## config.mk

```make
export PLATFORM = sky130hd
export DESIGN_NAME = muldiv_seq
export DESIGN_NICKNAME = d
export VERILOG_FILES = /design/src/rtl/muldiv_pkg.sv /design/src/rtl/muldiv_seq_div_step.sv /design/src/rtl/muldiv_seq.sv
export SDC_FILE = /design/constraint.sdc
export NUM_CORES = 1
export LEC_CHECK = 0
export BUFFER_PORTS_ARGS = -buffer_cell sky130_fd_sc_hd__buf_2
export CAP_MARGIN = 20
export CORE_ASPECT_RATIO = 1.1
export CORE_MARGIN = 2
export CORE_UTILIZATION = 50
export CTS_CLUSTER_DIAMETER = 200
export DETAILED_ROUTE_END_ITERATION = 10
export PLACE_DENSITY = 0.81
export REMOVE_ABC_BUFFERS = 1
export SETUP_SLACK_MARGIN = 0.1
export SYNTH_ARGS = -nofsm -noshare
export SYNTH_HDL_FRONTEND = slang
export SYNTH_SLANG_ARGS = --single-unit
```

## constraint.sdc

```tcl
create_clock -name clk -period 14.9 [get_ports clk]
set_input_delay 1.49 -clock clk [delete_from_list [all_inputs] [get_ports clk]]
set_output_delay 1.49 -clock clk [all_outputs]
set_load 0.005 [all_outputs]
```

## src/rtl/muldiv_pkg.sv

```systemverilog
// muldiv_pkg: shared state encoding, opcodes and default width for the sequential multiply/divide unit.
package muldiv_pkg;
    localparam int WIDTH_DEF = 32;
    localparam logic OP_MULTU = 1'b0;
    localparam logic OP_DIVU = 1'b1;
    typedef enum logic [1:0] {S_IDLE, S_MUL, S_DIV, S_DONE} state_t;
endpackage

```

## src/rtl/muldiv_seq_div_step.sv

```systemverilog
// div_step: one restoring shift-subtract step; remainder is always below the divisor, so WIDTH+1 bits suffice.
module div_step #(
    parameter int WIDTH = 32
) (
    input  logic [WIDTH-1:0] rem_i,
    input  logic             bit_i,
    input  logic [WIDTH-1:0] dvs_i,
    output logic [WIDTH-1:0] rem_o,
    output logic             q_o
);
    logic [WIDTH:0] trial, diff;
    assign trial = {rem_i, bit_i};
    assign diff = trial - {1'b0, dvs_i};
    assign q_o = ~diff[WIDTH];
    assign rem_o = q_o ? diff[WIDTH-1:0] : trial[WIDTH-1:0];
endmodule

```

## src/rtl/muldiv_seq.sv

```systemverilog
// muldiv_seq: iterative MULTU/DIVU unit with architectural HI/LO registers and direct mthi/mtlo writes.
module muldiv_seq
    import muldiv_pkg::*;
#(
    parameter int WIDTH = WIDTH_DEF
) (
    input  logic             clk,
    input  logic             rst,
    input  logic             start,
    input  logic             op,
    input  logic [WIDTH-1:0] a,
    input  logic [WIDTH-1:0] b,
    input  logic             wr_hi,
    input  logic             wr_lo,
    input  logic [WIDTH-1:0] wd,
    output logic             busy,
    output logic             done,
    output logic             dbz,
    output logic [WIDTH-1:0] hi,
    output logic [WIDTH-1:0] lo
);
    localparam int CW = $clog2(WIDTH) + 1;
    state_t state_q, state_d;
    logic [2*WIDTH-1:0] work_q, work_d, mul_nxt, div_nxt;
    logic [WIDTH-1:0] b_q, b_d, hi_q, hi_d, lo_q, lo_d, rem_nxt;
    logic [CW-1:0] cnt_q, cnt_d;
    logic dbz_q, dbz_d, q_bit, last;
    logic [WIDTH:0] mul_sum;
    // work_q holds {accumulator/remainder, multiplier/dividend-being-shifted}
    assign mul_sum = {1'b0, work_q[2*WIDTH-1:WIDTH]} + (work_q[0] ? {1'b0, b_q} : '0);
    assign mul_nxt = {mul_sum, work_q[WIDTH-1:1]};
    div_step #(.WIDTH(WIDTH)) u_div_step (
        .rem_i(work_q[2*WIDTH-1:WIDTH]),
        .bit_i(work_q[WIDTH-1]),
        .dvs_i(b_q),
        .rem_o(rem_nxt),
        .q_o  (q_bit)
    );
    assign div_nxt = {rem_nxt, work_q[WIDTH-2:0], q_bit};
    assign last = cnt_q == CW'(WIDTH - 1);
    always_comb begin
        state_d = state_q;
        work_d = work_q;
        b_d = b_q;
        cnt_d = cnt_q;
        hi_d = hi_q;
        lo_d = lo_q;
        dbz_d = dbz_q;
        case (state_q)
            S_IDLE: begin
                if (start) begin
                    work_d = {{WIDTH{1'b0}}, a};
                    b_d = b;
                    cnt_d = '0;
                    dbz_d = (op == OP_DIVU) && (b == '0);
                    if (op == OP_MULTU) begin
                        state_d = S_MUL;
                    end else if (b == '0) begin
                        state_d = S_DONE;
                        hi_d = a;
                        lo_d = '1;
                    end else begin
                        state_d = S_DIV;
                    end
                end else begin
                    hi_d = wr_hi ? wd : hi_q;
                    lo_d = wr_lo ? wd : lo_q;
                end
            end
            S_MUL: begin
                work_d = mul_nxt;
                cnt_d = cnt_q + CW'(1);
                if (last) begin
                    state_d = S_DONE;
                    {hi_d, lo_d} = mul_nxt;
                end
            end
            S_DIV: begin
                work_d = div_nxt;
                cnt_d = cnt_q + CW'(1);
                if (last) begin
                    state_d = S_DONE;
                    {hi_d, lo_d} = div_nxt;
                end
            end
            default: state_d = S_IDLE;
        endcase
    end
    always_ff @(posedge clk or posedge rst) begin
        if (rst) begin
            state_q <= S_IDLE;
            work_q <= '0;
            b_q <= '0;
            cnt_q <= '0;
            hi_q <= '0;
            lo_q <= '0;
            dbz_q <= 1'b0;
        end else begin
            state_q <= state_d;
            work_q <= work_d;
            b_q <= b_d;
            cnt_q <= cnt_d;
            hi_q <= hi_d;
            lo_q <= lo_d;
            dbz_q <= dbz_d;
        end
    end
    assign busy = (state_q == S_MUL) || (state_q == S_DIV);
    assign done = state_q == S_DONE;
    assign dbz = done && dbz_q;
    assign hi = hi_q;
    assign lo = lo_q;
endmodule

```

### Yosys cells after proc, flatten, opt, wreduce, memory -nomap -nowiden

Index checks and enable logic that the tools add are counted.

| word-level totals | value |
|---|---|
| register bits | 169 |
| latch bits | 0 |
| memory bits (writable) | 0 |
| memory bits (read-only) | 0 |
| word-level logic and storage cells | 62 |
| memories kept | 0 |

| cells by class | value |
|---|---|
| add/sub/neg operators | 3 |
| multiply operators | 0 |
| div/mod/pow operators | 0 |
| magnitude comparators | 0 |
| eq/ne operators | 12 |
| shift operators | 0 |
| muxes and demuxes | 25 |
| bitwise logic cells | 1 |
| reduce and logical (&&, ||, !) cells | 14 |

Operators by type and width:

| kind | number |
|---|---|
| 32-bit two-way mux | 14 |
| 32-bit case mux with 3 select lines | 2 |
| 64-bit case mux with 3 select lines | 1 |
| 64-bit two-way mux | 1 |
| 32-bit by 32-bit adder with 33-bit output | 1 |
| 33-bit by 32-bit subtractor with 33-bit output | 1 |
| 32-bit zero test | 1 |
| 3-bit inequality test, second input constant | 4 |
| 6-bit case mux with 2 select lines | 1 |
| 6-bit AND reduction | 2 |
| 2-bit AND reduction | 4 |
| 6-bit by 1-bit adder with 6-bit output, second input constant | 1 |
| 6-bit by 5-bit == test with 1-bit output, second input constant | 1 |
| 2-bit two-way mux | 3 |
| 6-bit two-way mux | 1 |
| 2-bit inequality test, second input constant | 3 |
| 2-bit == test, second input constant | 2 |
| 2-bit case mux with 2 select lines | 1 |
| 3-bit nonzero test | 1 |
| 2-bit by 1-bit == test with 1-bit output, second input constant | 1 |
| 1-bit logical AND | 2 |
| 2-bit zero test | 1 |
| 2-bit by 1-bit inequality test with 1-bit output, second input constant | 1 |
| 2-bit nonzero test | 1 |
| 4 further kinds | 4 |

### Logic depth before layout (Yosys ltp)

| logic depth | value |
|---|---|
| depth after elaboration | 5 |
| mapped depth | 14 |
| mapped depth without buffers | 13 |

### Hierarchy

From an unflattened synthesis, not the netlist that was laid out.

| unflattened totals | value |
|---|---|
| cells, all modules | 1445 |
| area total of the unflattened synthesis | 12555.8 um^2 |

By module, submodules not included:

| module | times used | cells each | area an instance (um^2) | seq. area each (um^2) |
|---|---|---|---|---|
| muldiv_seq | 1 | 1140 | 10197.3 | 4229.1 |
| div_step | 1 | 305 | 2358.5 | 0.0 |

### Worst setup path after synthesis

No wires, ideal clock.

| timing | value |
|---|---|
| path kind | flip-flop to flip-flop |
| from | reg work_q[0] |
| to | reg hi_q[27], in the netlist hi[27] |
| library setup time | 126 ps |
| arrival | 3176 ps |
| setup slack | 11598 ps |
| cell stages (with the launch flop) | 15 |
| period minus slack after synthesis | 3302 ps |
| cell sequence | dfrtp_1 clkbuf_1 and2_1 ha_1 fa_1 a211oi_1 o21ai_0 o211ai_1 a211oi_1 o31ai_1 nand2b_1 a21oi_1 xnor2_1 a22o_1 a221o_1 |

| between the ends | value |
|---|---|
| cells in the longest elaborated chain, start to end | 4 |

Ends and longest elaborated chain:

| what | RTL line | text |
|---|---|---|
| start: declaration | muldiv_seq.sv:24 | `logic [2*WIDTH-1:0] work_q, work_d, mul_nxt, div_nxt;` |
| start signal: assignment | muldiv_seq.sv:100 | `work_q <= work_d;` |
| 32-bit two-way mux | muldiv_seq.sv:30 | `assign mul_sum = {1'b0, work_q[2*WIDTH-1:WIDTH]} + (work_q[0] ? {1'b0, b_q} : '0);` |
| 32-bit by 32-bit adder with 33-bit output | muldiv_seq.sv:30 |  |
| 32-bit two-way mux | muldiv_seq.sv:73 | `if (last) begin` |
| 32-bit case mux with 3 select lines | muldiv_seq.sv:49 | `case (state_q)` |
| end signal: assignment | muldiv_seq.sv:103 | `hi_q <= hi_d;` |
| end: declaration | muldiv_seq.sv:25 | `logic [WIDTH-1:0] b_q, b_d, hi_q, hi_d, lo_q, lo_d, rem_nxt;` |

Every way passes these cells. The select of a mux whose other input is x is not followed.
A chain may end at the register's enable or synchronous reset.

### Final worst setup path

| timing | value |
|---|---|
| from | in b[7] |
| to | reg hi_q[25], in the netlist hi[25] |

| between the ends | value |
|---|---|
| cells in the longest elaborated chain, start to end | 3 |

Ends and longest elaborated chain:

| what | RTL line | text |
|---|---|---|
| start: declaration | muldiv_seq.sv:12 | `input logic [WIDTH-1:0] b,` |
| 32-bit zero test | muldiv_seq.sv:58 | `end else if (b == '0) begin` |
| 3-bit inequality test (no source line) | - |  |
| 6-bit AND reduction (no source line) | - |  |

Every way passes these cells.

==> impl_summary.txt <==
----------------------------------------------------
[Layout]
  Share of cells above drive strength 1 ... 0.201
  Ant diodes ... 0
  Post-synthesis to final-layout area growth ... 12.5%
  Final core utilization ... 0.571
  Fin nets ... 1645
  Most common cell after layout, fill and taps aside ... o21ai_0
  Most used cells in the layout excluding fill and tap cells ... o21ai_0, dfrtp_1, buf_2, nand2_1, a21oi_1

[Clocking]
  Clock-pin slew reported for the worst setup and hold paths after clock tree synthesis ... 70 ps
  Hold Buf Count CTS ... 0
  Clock sink total ... 169
  Latest clock arrival within the worst-skew pair ... 440 ps
  Number of buffers inserted by post-CTS setup repair ... 0
  Number of buffers on the longest clock path ... 2
  Clock tree from TritonCTS ... yes
  CTS root buf ... clkbuf_16
  Number of gates resized after CTS ... 0
  Maximum level of the CTS H-tree ... 4
  CTS Buf Count ... 17

[Placement]
  Half-perimeter wire length after detailed placement ... 24800 um
  Routability cong. ... 0.930
  Number of I/O port buffers ... 168

[Timing]
  Final setup violation count ... 0
  Highest attainable clock frequency ... 0.226 GHz
  Post-route clock skew ... 11.9 ps
  Worst Max-Slew Pin Slew ... 979 ps
  RSZ-0062 raised after global routing ... no
  Final Hold Vio Count ... 0
  Headroom to the max-slew limit ... 0.348
  Post-route fraction of the period consumed by the critical path ... 0.297
  Sum Neg Setup Slack ... 0 ps
  Final critical-path required period ... 4430 ps
  Final count of pins violating max slew ... 0

[Logic synthesis]
  Synth Warn # ... 0
  Most used DFF post-synth ... dfrtp_1
  Synthesized-area fraction occupied by ao, oa, aoi and oai cells ... 0.257
  Post-Syn Area ... 0.0120 mm2
  Main combinational cell family by area after synthesis ... compound AO/OA/AOI/OAI gates
  Post-synthesis xor/xnor area fraction ... 0.0365
  Number of synthesized flops with an enable pin ... 0
  Post-Synth Simple-Gate Area ... 0.144
  Number of instances in the synthesized netlist ... 1357
  Average instance area after synthesis ... 8.84 um2
  Yosys top cell area share ... 0.353
  Largest cells by area after synthesis ... dfrtp_1, o21ai_0, ha_1, mux2_2, nand2_1
  Register area share after synthesis ... 0.353
  Post-synthesis mux area share ... 0.0852
  Most area-hungry cell type in the Yosys netlist ... dfrtp_1
  Number of different library cells in the post-synthesis netlist ... 83
  Seq cells post-synth ... 169
  Arithmetic-cell share of the synthesized area counting full adders, half adders and majority gates ... 0.0753
  Async set-reset flop share out of synthesis ... 1.00

[Detailed routing]
  Detailed-route DRC error count ... 0
  Via count ... 11000
  Number of design-rule violations left by the first detailed-router iteration ... 1013
  Drt via density ... 6.16
  Remaining number of nets flagged by the antenna check after routing ... 0
  Average wire per standard cell ... 19.0 um
  Initial DRT Pass Iterations ... 8
  Detailed Route WL ... 34000 um

[Worst setup path]
  Capturing element type of the critical path ... register
  Type of origin of the critical path ... primary input
  Max FO, Critical Path ... 21
  Crit path arrival time ... 4740 ps
  Worst Path Required ... 15210 ps
  Kind of critical path ... primary input to register

[Global route]
  First-pass GRT wire length ... 54700 um
  Initial antenna violation count ... 0
  Largest net degree at the start of global routing ... 112
  Number of global-route vias before repair ... between 10000 and 15000
  Overall routing resource usage ... 0.270
  GRT Residual Overflow ... 0

[Floorplan]
  Chip Height ... 166 um
  Total I/O pin count ... between 150 and 200
  Die ar. ... 0.0252 mm2
  Starting density of the core ... 0.508
  Std cell rows ... 59
  X dimension of the die ... between 150 and 200 um
  Placeable Area ... 0.0236 mm2

[Power]
  Post-route total power ... between 3 and 4 mW
  Largest vdd supply drop ... 104 uV
  PwrDens ... 228 mW/mm2
  Leak ... approximately 6.3 nW

[Job]
  Number of maximum-capacitance constraint violations ... 0

[Status]
  Run status ... finished, final reports clean

[Hold path]
  Worst min-delay path class ... register to register

----------------------------------------------------
==> power breakdown <==
group | leakage (nW) | switching [mW] | internal [mW]
clock | 0.271 | 0.208 | 0.239
sequential | 2.12 | 0.182 | 0.668
combinational | 3.92 | 1.06 | 0.719
==> per-stage QoR <==
step                hold WS (ps)  area, um2  setup WS [ps]  instances
floorplan                    466      11600           8830       1275
global placement             456      12900          10190       1757
detailed placement           465      12900          10140       1757
CTS                          482      13500          10590       1789
global route                 506      13500          10180       1790
finish                       471      13500          10470       1790
==> synthesized netlist by cell type, types with 5 or more instances <==
cell      count
ha_1         69
o21ai_0     208
nor3_1       39
or2_2         5
o21a_1        5
o21bai_1      9
nor2_1       57
xor2_1       18
nand4_1      10
nor2b_1       6
clkbuf_1     65
nand2b_1     12
nand2_1     153
o31ai_1       6
inv_1        49
and2_1       37
mux2_2       56
a22oi_1      21
a21oi_1      75
xnor2_1      32
a31oi_1      11
o22ai_1       7
a211oi_1     13
a221o_1      36
a21o_1       20
and3_1        5
mux2i_1      35
nand3_1      15
a22o_1        8
nor4_1       10
clkbuf_8      8
dfrtp_1     169
==> sequential cells by signal, summed over array words and instances (netlist names) <==
name / flops
state_q: 2
work_q: 64
cnt_q: 6
dbz_q: 1
b_q: 32
hi: 32
lo: 32
==> layer usage <==
layer,GRT usage,vias to the layer above,wire length [um]
li1,-,5210,-
met1,0.390,5274,15200
met2,0.416,462,15300
met3,0.0329,87,2240
met4,0.0998,0,1160
met5,0,-,0
==> worst paths after layout <==
path                                 from     end  cells past startpoint  slack (ps)
worst max-delay path                 b[7]  hi[25]                      9       10470
worst min-delay path               lo[25]  lo[25]                      2         470
worst max register to register  work_q[0]  hi[31]                     13       10550
worst min register to register     lo[25]  lo[25]                      2         470
max in group asynchronous             rst  hi[13]                      4       12410
min in group asynchronous             rst   lo[5]                      2         940
==> worst max-delay path, cell delays in order <==
cell and delay (ps):
buf_2 100, nor4_1 600, nand4_1 320, nor3_1 370, o22ai_1 160, nor2_1 670
nand2_1 600, a211oi_1 350, nor3_1 70
==> area by class of cell <==
class / instances / area [um2]
Fill cell: 2120 / 10100
Multi-Input combinational cell: 1057 / 7180
Sequential cell: 169 / 4230
Timing Repair Buffer: 178 / 936
Clock buffer: 19 / 443
Tap cell: 305 / 382
Inverter: 49 / 189
Clock inverter: 13 / 131
==> kinds of logic after synthesis <==
| group | Yosys count |
|---|---|
| fa+ha+maj | 71 |
| compound gates | 477 |
| simple gates | 365 |
| flops | 169 |
| xor+xnor | 50 |
| mux | 94 |
| buf+inv | 131 |
Power figures use the tool's default switching activity.
